--- src/rtl/zjh_seg_pkg.sv ---
// Shared types and constants for the zjh 4-digit multiplexed 7-segment scanner.
package zjh_seg_pkg;

  localparam int unsigned BCD_W = 4;
  localparam int unsigned SEG_W = 7;
  localparam int unsigned DIG_N = 4;

  typedef logic [BCD_W-1:0] bcd_t;
  typedef logic [SEG_W-1:0] seg_t;
  typedef logic [DIG_N-1:0] dig_t;

  // Shadow register layout: d3 is the most significant digit.
  typedef struct packed {
    bcd_t d3;
    bcd_t d2;
    bcd_t d1;
    bcd_t d0;
  } bcd4_t;

  localparam seg_t SEG_BLANK = 7'b0000000;
  localparam dig_t DIG_OFF   = 4'b1111;

  // 4511-style decode, L[6]=a .. L[0]=g; codes 10..15 are dark.
  localparam seg_t SEG_TABLE [16] = '{
    7'b1111110, 7'b0110000, 7'b1101101, 7'b1111001,
    7'b0110011, 7'b1011011, 7'b1011111, 7'b1110000,
    7'b1111111, 7'b1111011, 7'b0000000, 7'b0000000,
    7'b0000000, 7'b0000000, 7'b0000000, 7'b0000000
  };

endpackage

--- src/rtl/zjh_seg_scan_if.sv ---
// Data-in / display-out bundle between the counter stage and the scanner.
interface zjh_seg_scan_if;

  logic [15:0] Din;
  logic        LE;
  logic        BLZ;
  logic [6:0]  L;
  logic [3:0]  DIG;
  logic        FRAME;

  modport master (output Din, LE, BLZ, input L, DIG, FRAME);
  modport slave  (input Din, LE, BLZ, output L, DIG, FRAME);

endinterface

--- src/rtl/zjh_bcd7seg.sv ---
// Combinational BCD to 7-segment decoder with a blank override.
module zjh_bcd7seg
  import zjh_seg_pkg::*;
(
  input  bcd_t i_code,
  input  logic i_blank,
  output seg_t o_seg_c
);

  always_comb begin
    o_seg_c = SEG_TABLE[i_code];
    if (i_blank) o_seg_c = SEG_BLANK;
  end

endmodule

--- src/rtl/zjh_seg_scan.sv ---
// Four-digit multiplexed 7-segment scanner: shadow register, prescaler,
// digit index, leading-zero blanking and registered segment/digit drive.
module zjh_seg_scan
  import zjh_seg_pkg::*;
#(
  parameter int unsigned CLK_DIV   = 4000,
  parameter int unsigned BLANK_CYC = 1
) (
  input  logic           Clk,
  input  logic           MR,
  zjh_seg_scan_if.slave  bus
);

  localparam int unsigned PRE_W = 16;
  localparam int unsigned IDX_W = 2;

  logic [PRE_W-1:0] r_pre,   w_pre_nxt;
  logic [IDX_W-1:0] r_idx,   w_idx_nxt;
  bcd4_t            r_shadow, w_shadow_nxt;
  seg_t             r_seg,   w_seg_nxt;
  dig_t             r_dig,   w_dig_nxt;
  logic             r_frame, w_frame_nxt;

  logic             w_wrap;
  logic             w_zb3, w_zb2, w_zb1;
  bcd_t             w_code;
  logic             w_blank;
  seg_t             w_seg_dec;

  zjh_bcd7seg u_dec (
    .i_code  (w_code),
    .i_blank (w_blank),
    .o_seg_c (w_seg_dec)
  );

  // Leading-zero chain: a digit may blank only if every digit above it did.
  always_comb begin
    w_zb3 = bus.BLZ && (r_shadow.d3 == 4'd0);
    w_zb2 = w_zb3   && (r_shadow.d2 == 4'd0);
    w_zb1 = w_zb2   && (r_shadow.d1 == 4'd0);
    w_code  = r_shadow.d0;
    w_blank = 1'b0;
    case (r_idx)
      2'd1: begin w_code = r_shadow.d1; w_blank = w_zb1; end
      2'd2: begin w_code = r_shadow.d2; w_blank = w_zb2; end
      2'd3: begin w_code = r_shadow.d3; w_blank = w_zb3; end
      default: begin w_code = r_shadow.d0; w_blank = 1'b0; end
    endcase
  end

  // Next-state: outputs are derived from this cycle's index/prescaler/shadow.
  always_comb begin
    w_wrap       = (r_pre == PRE_W'(CLK_DIV - 1));
    w_pre_nxt    = w_wrap ? '0 : r_pre + PRE_W'(1);
    w_idx_nxt    = w_wrap ? r_idx + IDX_W'(1) : r_idx;
    w_frame_nxt  = w_wrap && (r_idx == 2'd3);
    w_shadow_nxt = bus.LE ? bcd4_t'(bus.Din) : r_shadow;
    w_dig_nxt    = DIG_OFF;
    w_seg_nxt    = SEG_BLANK;
    if (r_pre >= PRE_W'(BLANK_CYC)) begin
      w_dig_nxt = ~(4'b0001 << r_idx);
      w_seg_nxt = w_seg_dec;
    end
  end

  always_ff @(posedge Clk or posedge MR) begin
    if (MR) begin
      r_pre    <= '0;
      r_idx    <= '0;
      r_shadow <= '0;
      r_seg    <= SEG_BLANK;
      r_dig    <= DIG_OFF;
      r_frame  <= 1'b0;
    end else begin
      r_pre    <= w_pre_nxt;
      r_idx    <= w_idx_nxt;
      r_shadow <= w_shadow_nxt;
      r_seg    <= w_seg_nxt;
      r_dig    <= w_dig_nxt;
      r_frame  <= w_frame_nxt;
    end
  end

  assign bus.L     = r_seg;
  assign bus.DIG   = r_dig;
  assign bus.FRAME = r_frame;

endmodule

--- src/flat_wrapper.sv ---
// flat-port wrapper written by rule: the top's interface ports become plain ports
module zjh_seg_scan_flat import zjh_seg_pkg::*;
#(
  parameter int unsigned CLK_DIV   = 4000,
  parameter int unsigned BLANK_CYC = 1
)
  (Clk, MR, bus_Din, bus_LE, bus_BLZ, bus_L, bus_DIG, bus_FRAME);
  zjh_seg_scan_if bus_i ();
  input  logic Clk;
  input  logic MR;
  input wire logic [$bits(bus_i.Din)-1:0] bus_Din;
  input wire logic [$bits(bus_i.LE)-1:0] bus_LE;
  input wire logic [$bits(bus_i.BLZ)-1:0] bus_BLZ;
  output wire logic [$bits(bus_i.L)-1:0] bus_L;
  output wire logic [$bits(bus_i.DIG)-1:0] bus_DIG;
  output wire logic [$bits(bus_i.FRAME)-1:0] bus_FRAME;
  assign bus_i.Din = bus_Din;
  assign bus_i.LE = bus_LE;
  assign bus_i.BLZ = bus_BLZ;
  assign bus_L = bus_i.L;
  assign bus_DIG = bus_i.DIG;
  assign bus_FRAME = bus_i.FRAME;
  zjh_seg_scan #(.CLK_DIV(CLK_DIV), .BLANK_CYC(BLANK_CYC)) u_core (.Clk(Clk), .MR(MR), .bus(bus_i));
endmodule
--- config.mk ---
export PLATFORM = sky130hd
export DESIGN_NAME = zjh_seg_scan_flat
export DESIGN_NICKNAME = d
export VERILOG_FILES = /design/src/rtl/zjh_seg_pkg.sv /design/src/rtl/zjh_seg_scan_if.sv /design/src/rtl/zjh_bcd7seg.sv /design/src/rtl/zjh_seg_scan.sv /design/src/flat_wrapper.sv
export SDC_FILE = /design/constraint.sdc
export NUM_CORES = 1
export LEC_CHECK = 0
export CAP_MARGIN = 20
export CORE_UTILIZATION = 61
export CTS_BUF_LIST = sky130_fd_sc_hd__clkbuf_4
export DETAILED_ROUTE_END_ITERATION = 16
export PLACE_DENSITY = 0.92
export SLEW_MARGIN = 10
export SYNTH_ARGS = -nofsm -noshare
export SYNTH_HDL_FRONTEND = slang
export SYNTH_HIERARCHICAL = 1
export SYNTH_SLANG_ARGS = --single-unit
--- constraint.sdc ---
create_clock -name Clk -period 3.5 [get_ports Clk]
set_input_delay 0.7 -clock Clk [delete_from_list [all_inputs] [get_ports Clk]]
set_output_delay 0.7 -clock Clk [all_outputs]
set_load 0.005 [all_outputs]
-- Word-level counts from Yosys, hierarchy flattened
Memory sizes are Yosys's and may differ from the RTL's.
Index checks and enable logic that the tools add are counted.
- bits in registers: 46
- ROM bits: 112
- memories kept: 1
- memory list (memory ; depth ; width ; rd ports ; clocked after memory_dff ; wr ports ; line ; source):
    (no name shown) ; 16 ; 7 ; 1 ; 0 ; 0 ; zjh_bcd7seg.sv:11 ; o_seg_c = SEG_TABLE[i_code];
- add/subtract/negate cells: 2
- magnitude comparators: 2
- eq/ne operators: 4
- shift-type cells: 1
- mux-type cells: 8
- bitwise operators: 2
- reduce and logical (&&, ||, !) cells: 7
- operators by type and width (cell ; number):
    $mux 7 ; 4
    $add 16x1->16 const B ; 1
    $eq 16x12->1 const B ; 1
    $ge 16x1->1 const B ; 1
    $mux 16 ; 1
    $logic_not 4->1 ; 3
    $pmux 4 s3 ; 1
    $ge 5x5->1 const B ; 1
    $not 4->5 ; 1
    $eq 2x2->1 const B ; 2
    $logic_and 1x1->1 ; 4
    $mux 4 ; 1
    $not 4->4 ; 1
    $shl 1x2->4 const A ; 1
    $pmux 1 s3 ; 1
    $add 2x1->2 const B ; 1
    $eq 2x1->1 const B ; 1

-- Logic depth before layout (Yosys ltp)
- word-level depth: 8
- mapped depth: 10

-- Cells and area by module
The synthesis kept the hierarchy.
- by module, submodules not included (module ; times used ; cells each ; area each (um^2) ; sequential area each (um^2)):
    zjh_seg_scan ; 1 ; 176 ; 2068.2 ; 1156.1
    zjh_bcd7seg ; 1 ; 31 ; 232.7 ; 0.0

-- Least setup slack after synthesis
No wires, ideal clock.
- path kind: flip-flop to flip-flop
- from: reg u_core.r_idx[1]
- to: reg u_core.r_seg[6], in the netlist u_core/bus.L[6]
- arrival: 2.288 ns
- data required time: 3.381 ns
- setup slack: 1.093 ns
- stages on the path, launching flop included: 11
- path buffers: 0
- period minus slack after synthesis: 2.407 ns
- path through: dfrtp_1 > inv_1 > ha_1 > or4b_1 > o21bai_1 > a21oi_1 > nor4b_2 > or2_1 > a21o_1 > o31ai_1 > and2_1
- elaborated cells on any way between the ends: 11
- RTL lines (element ; line ; source):
    start, declared ; zjh_seg_scan.sv:18 ; logic [IDX_W-1:0] r_idx, w_idx_nxt;
    start signal, assigned ; zjh_seg_scan.sv:76 ; r_idx <= w_idx_nxt;
    $eq 2x2->1 / $eq 2x1->1 (equally long branches) ; zjh_seg_scan.sv:43 ; case (r_idx)
    $pmux 1 s3 (*) ; zjh_seg_scan.sv:43 ;
    net u_core.w_blank ; zjh_seg_scan.sv:27 ; logic w_blank;
    $mux 7 (*) ; zjh_bcd7seg.sv:12 ; if (i_blank) o_seg_c = SEG_BLANK;
    net u_core.w_seg_dec[6] ; zjh_seg_scan.sv:28 ; seg_t w_seg_dec;
    $mux 7 (*) ; zjh_seg_scan.sv:60 ; if (r_pre >= PRE_W'(BLANK_CYC)) begin
    net u_core.w_seg_nxt[6] ; zjh_seg_scan.sv:20 ; seg_t r_seg, w_seg_nxt;
    end signal, assigned ; zjh_seg_scan.sv:78 ; r_seg <= w_seg_nxt;
    end, declared ; zjh_seg_scan.sv:20 ;
Mark *: on every way through the listed nets, which the timed path passes. The rest lies on a longest branch. The select of a mux whose other input is x is not followed.
A chain may end at the register's enable or synchronous reset.

-- Worst setup path in the final report
- from: reg u_core.r_idx[1]
- to: reg u_core.r_seg[3], in the netlist u_core/bus.L[3]
The elaborated chain is that of the path after synthesis.

==> impl_metrics.yaml <==
outcome:
  status: "finished clean"
hold_path:
  hold_class: "reg -> reg"
worst_setup_path:
  critPathCaptureType: "register"
  crit_path_start_kind: "register"
  criticalPathCategory: "reg -> reg"
  critPathMaxFanout: 8
  arrival_ns: 2.74
  cp.required_ns: 3.76
route:
  dr_total_vias: 1621
  first_pass_iters: 4
  wl_per_cell_um: 14.42
  vias_per_cell: 5.590
  wl_um: 4181
  ant_nets: 0
  route.detailed.drc: 0
  drtIter0Drc: 97
timing:
  relSlewSlack_pct: 49.29
  fin_crit_ns: 2.486
  hold_viol_final: 0
  drv_slew: 0
  finalClockSkew_ns: 0.008457
  setup_viol: 0
  clock.fmax_mhz: 402.3
  tightest_slew_ns: 0.7395
  rsz0062_at_grt: "no"
  fin_crit_sh_pct: 71.02
  tns_ns: 0
synthesis:
  ys.flop_type: "dfrtp_1"
  syn_nets: 240
  avgSynthCellArea_sq_um: 11.12
  yosysUniqueCellTypes: 44
  async_flop_share_pct: 100.0
  yosys_warnings: 6
  ys_seq_elements: 46
  netlist_area_sq_mm: 0.002301
  seq_area_frac_synth_pct: 50.24
  synth-edff-count: 0
  postSynthCellCount: 207
placement:
  dp.final_hpwl_um: 3188
  io_buffers: 31
  placed_area_sq_mm: 0.002673
  gp_congestion: 0.8511
power:
  powerDensity_mw_per_mm2: 375.7
  ir_worst_vdd_uv: 298.8
  p_leak_nw: 1.213
cts:
  ctsRootBufferMaster: "clkbuf_4"
  cts_sinks: 46
  cts_setup_buffers: 0
  clk_pin_slew_ns: 0.13
  cts_buffers: 5
  holdBufCountCts: 0
  cts_tree: "done"
  cts_resized: 0
  clockBufferDepth: 2
  clk_latency_ns: 0.36
  cts.htree.levels: 2
global_routing:
  antenna_found_initial: 0
  track_usage_pct: 23.95
  grt-ovfl-total: 0
  grt_max_degree: 21
  grt_pass1_vias: 1586
  grt_first_pass_wirelength_um: 7300
floorplan:
  die_y_um: 63.42
  ios: 32
  die_w_um: 63.42
  core_sq_mm: 0.003468
  rows: 21
  die_area_sq_mm: 0.004021
  floorplan.initialDensity_pct: 66.34
layout:
  drive_gt1_share_pct: 13.93
  final_cell_mix: "dfrtp_1, clkdlybuf4s50_1, nor2_1"
  area_growth_syn_to_layout_pct: 19.52
  fin_util_pct: 79.29
  nets: 276
  stdcell_area_sq_mm: 0.002750
  layout_commonest_cell: "dfrtp_1"
  antennaDiodeCount: 0
job:
  maxCapViolCount: 0
kinds of logic (layout without fill, tap and decap cells):
logic type / count (synthesis) / count (layout) / share of synthesized area (%)
AND/OR/NAND/NOR: 77 / 77 / 19.19
multiplexers: 18 / 18 / 8.537
AO/OA/AOI/OAI: 18 / 18 / 5.275
flip-flops: 46 / 46 / 50.24
XOR/XNOR: 16 / 16 / 6.090
buffers and inverters: 19 / 56 / 3.589
adder cells (fa/ha/maj): 13 / 13 / 7.069
per-layer routing:
layer	vias to the layer above	global-route usage [%]	wire (um)
met4	0	9.375	62
met3	7	5.072	260
met2	64	37.10	2012
met1	771	32.85	1845
met5	-	0	0
li1	779	-	-
power by group:
| group | switching (mW) | leakage, nW | internal [mW] |
|---|---|---|---|
| clock | 0.161 | 0.0450 | 0.148 |
| combinational | 0.0589 | 0.603 | 0.0836 |
| sequential | 0.0191 | 0.565 | 0.562 |
registers in the layout (all words and copies together), names as in the netlist:
register / count
u_core/r_pre: 16
u_core/r_shadow: 16
u_core/bus.L: 7
u_core/bus.DIG: 4
u_core/r_idx: 2
u_core/bus.FRAME: 1
cell usage after synthesis, types with 4 or more instances:
| library cell | instances | area [sq um] |
|---|---|---|
| nor4_1 | 4 | 25.02 |
| xnor2_1 | 11 | 96.34 |
| xor2_1 | 5 | 43.79 |
| mux2i_1 | 5 | 50.05 |
| dfstp_2 | 4 | 105.1 |
| mux2_2 | 12 | 135.1 |
| nand3_1 | 5 | 25.02 |
| inv_1 | 13 | 48.80 |
| dfrtp_1 | 42 | 1051 |
| nor2b_1 | 4 | 25.02 |
| nor2_1 | 17 | 63.81 |
| and2_1 | 7 | 43.79 |
| nand2_1 | 14 | 52.55 |
| ha_1 | 13 | 162.7 |
| a222oi_1 | 4 | 40.04 |
| o21ai_0 | 4 | 20.02 |
per-stage QoR:
stage | power (mW) | setup slack (ns) | hold WS [ns] | std cells
5_1_grt | 1.085 | 0.8142 | 0.5315 | 290
3_5_place_dp | 0.7332 | 1.047 | 0.4866 | 282
4_1_cts | 1.040 | 1.011 | 0.5051 | 290
3_3_place_gp | 0.7253 | 1.154 | 0.4601 | 281
2_1_floorplan | 0.6640 | 1.093 | 0.4461 | 207
6_report | 1.033 | 1.014 | 0.5069 | 290
path summary, 6_finish.rpt:
| path | start | endpoint | slack (ns) | cells past startpoint |
|---|---|---|---|---|
| setup / recovery | u_core/r_idx[1] | u_core/bus.L[3] | 1.01 | 11 |
| hold / removal | u_core/r_pre[14] | u_core/r_pre[14] | 0.51 | 1 |
| setup reg to reg | u_core/r_idx[1] | u_core/bus.L[3] | 1.01 | 11 |
| hold reg to reg | u_core/r_pre[14] | u_core/r_pre[14] | 0.51 | 1 |
| max in group asynchronous | MR | u_core/bus.DIG[2] | 2.20 | 3 |
| min in group asynchronous | MR | u_core/r_pre[3] | 0.65 | 2 |
cell type report:
| cell class | count | area, sq um |
|---|---|---|
| flip-flops and latches | 46 | 1156 |
| multi-input cells | 142 | 1062 |
| well taps | 46 | 57.56 |
| fillers | 226 | 718.2 |
| inverters | 13 | 48.80 |
| clock inverters | 3 | 40.04 |
| clock buffers | 5 | 37.54 |
| repair buffers | 35 | 347.8 |
worst max-delay path: stages (launching register included):
cell and delay, ns:
dfrtp_1 0.44, inv_1 0.13, ha_1 0.27, or4b_1 0.45
o21bai_1 0.14, a21oi_1 0.09, nor4b_2 0.25, buf_4 0.18
or2_1 0.14, a21o_1 0.11, o21ai_1 0.06, and2_1 0.13
Power figures use the tool's default switching activity.
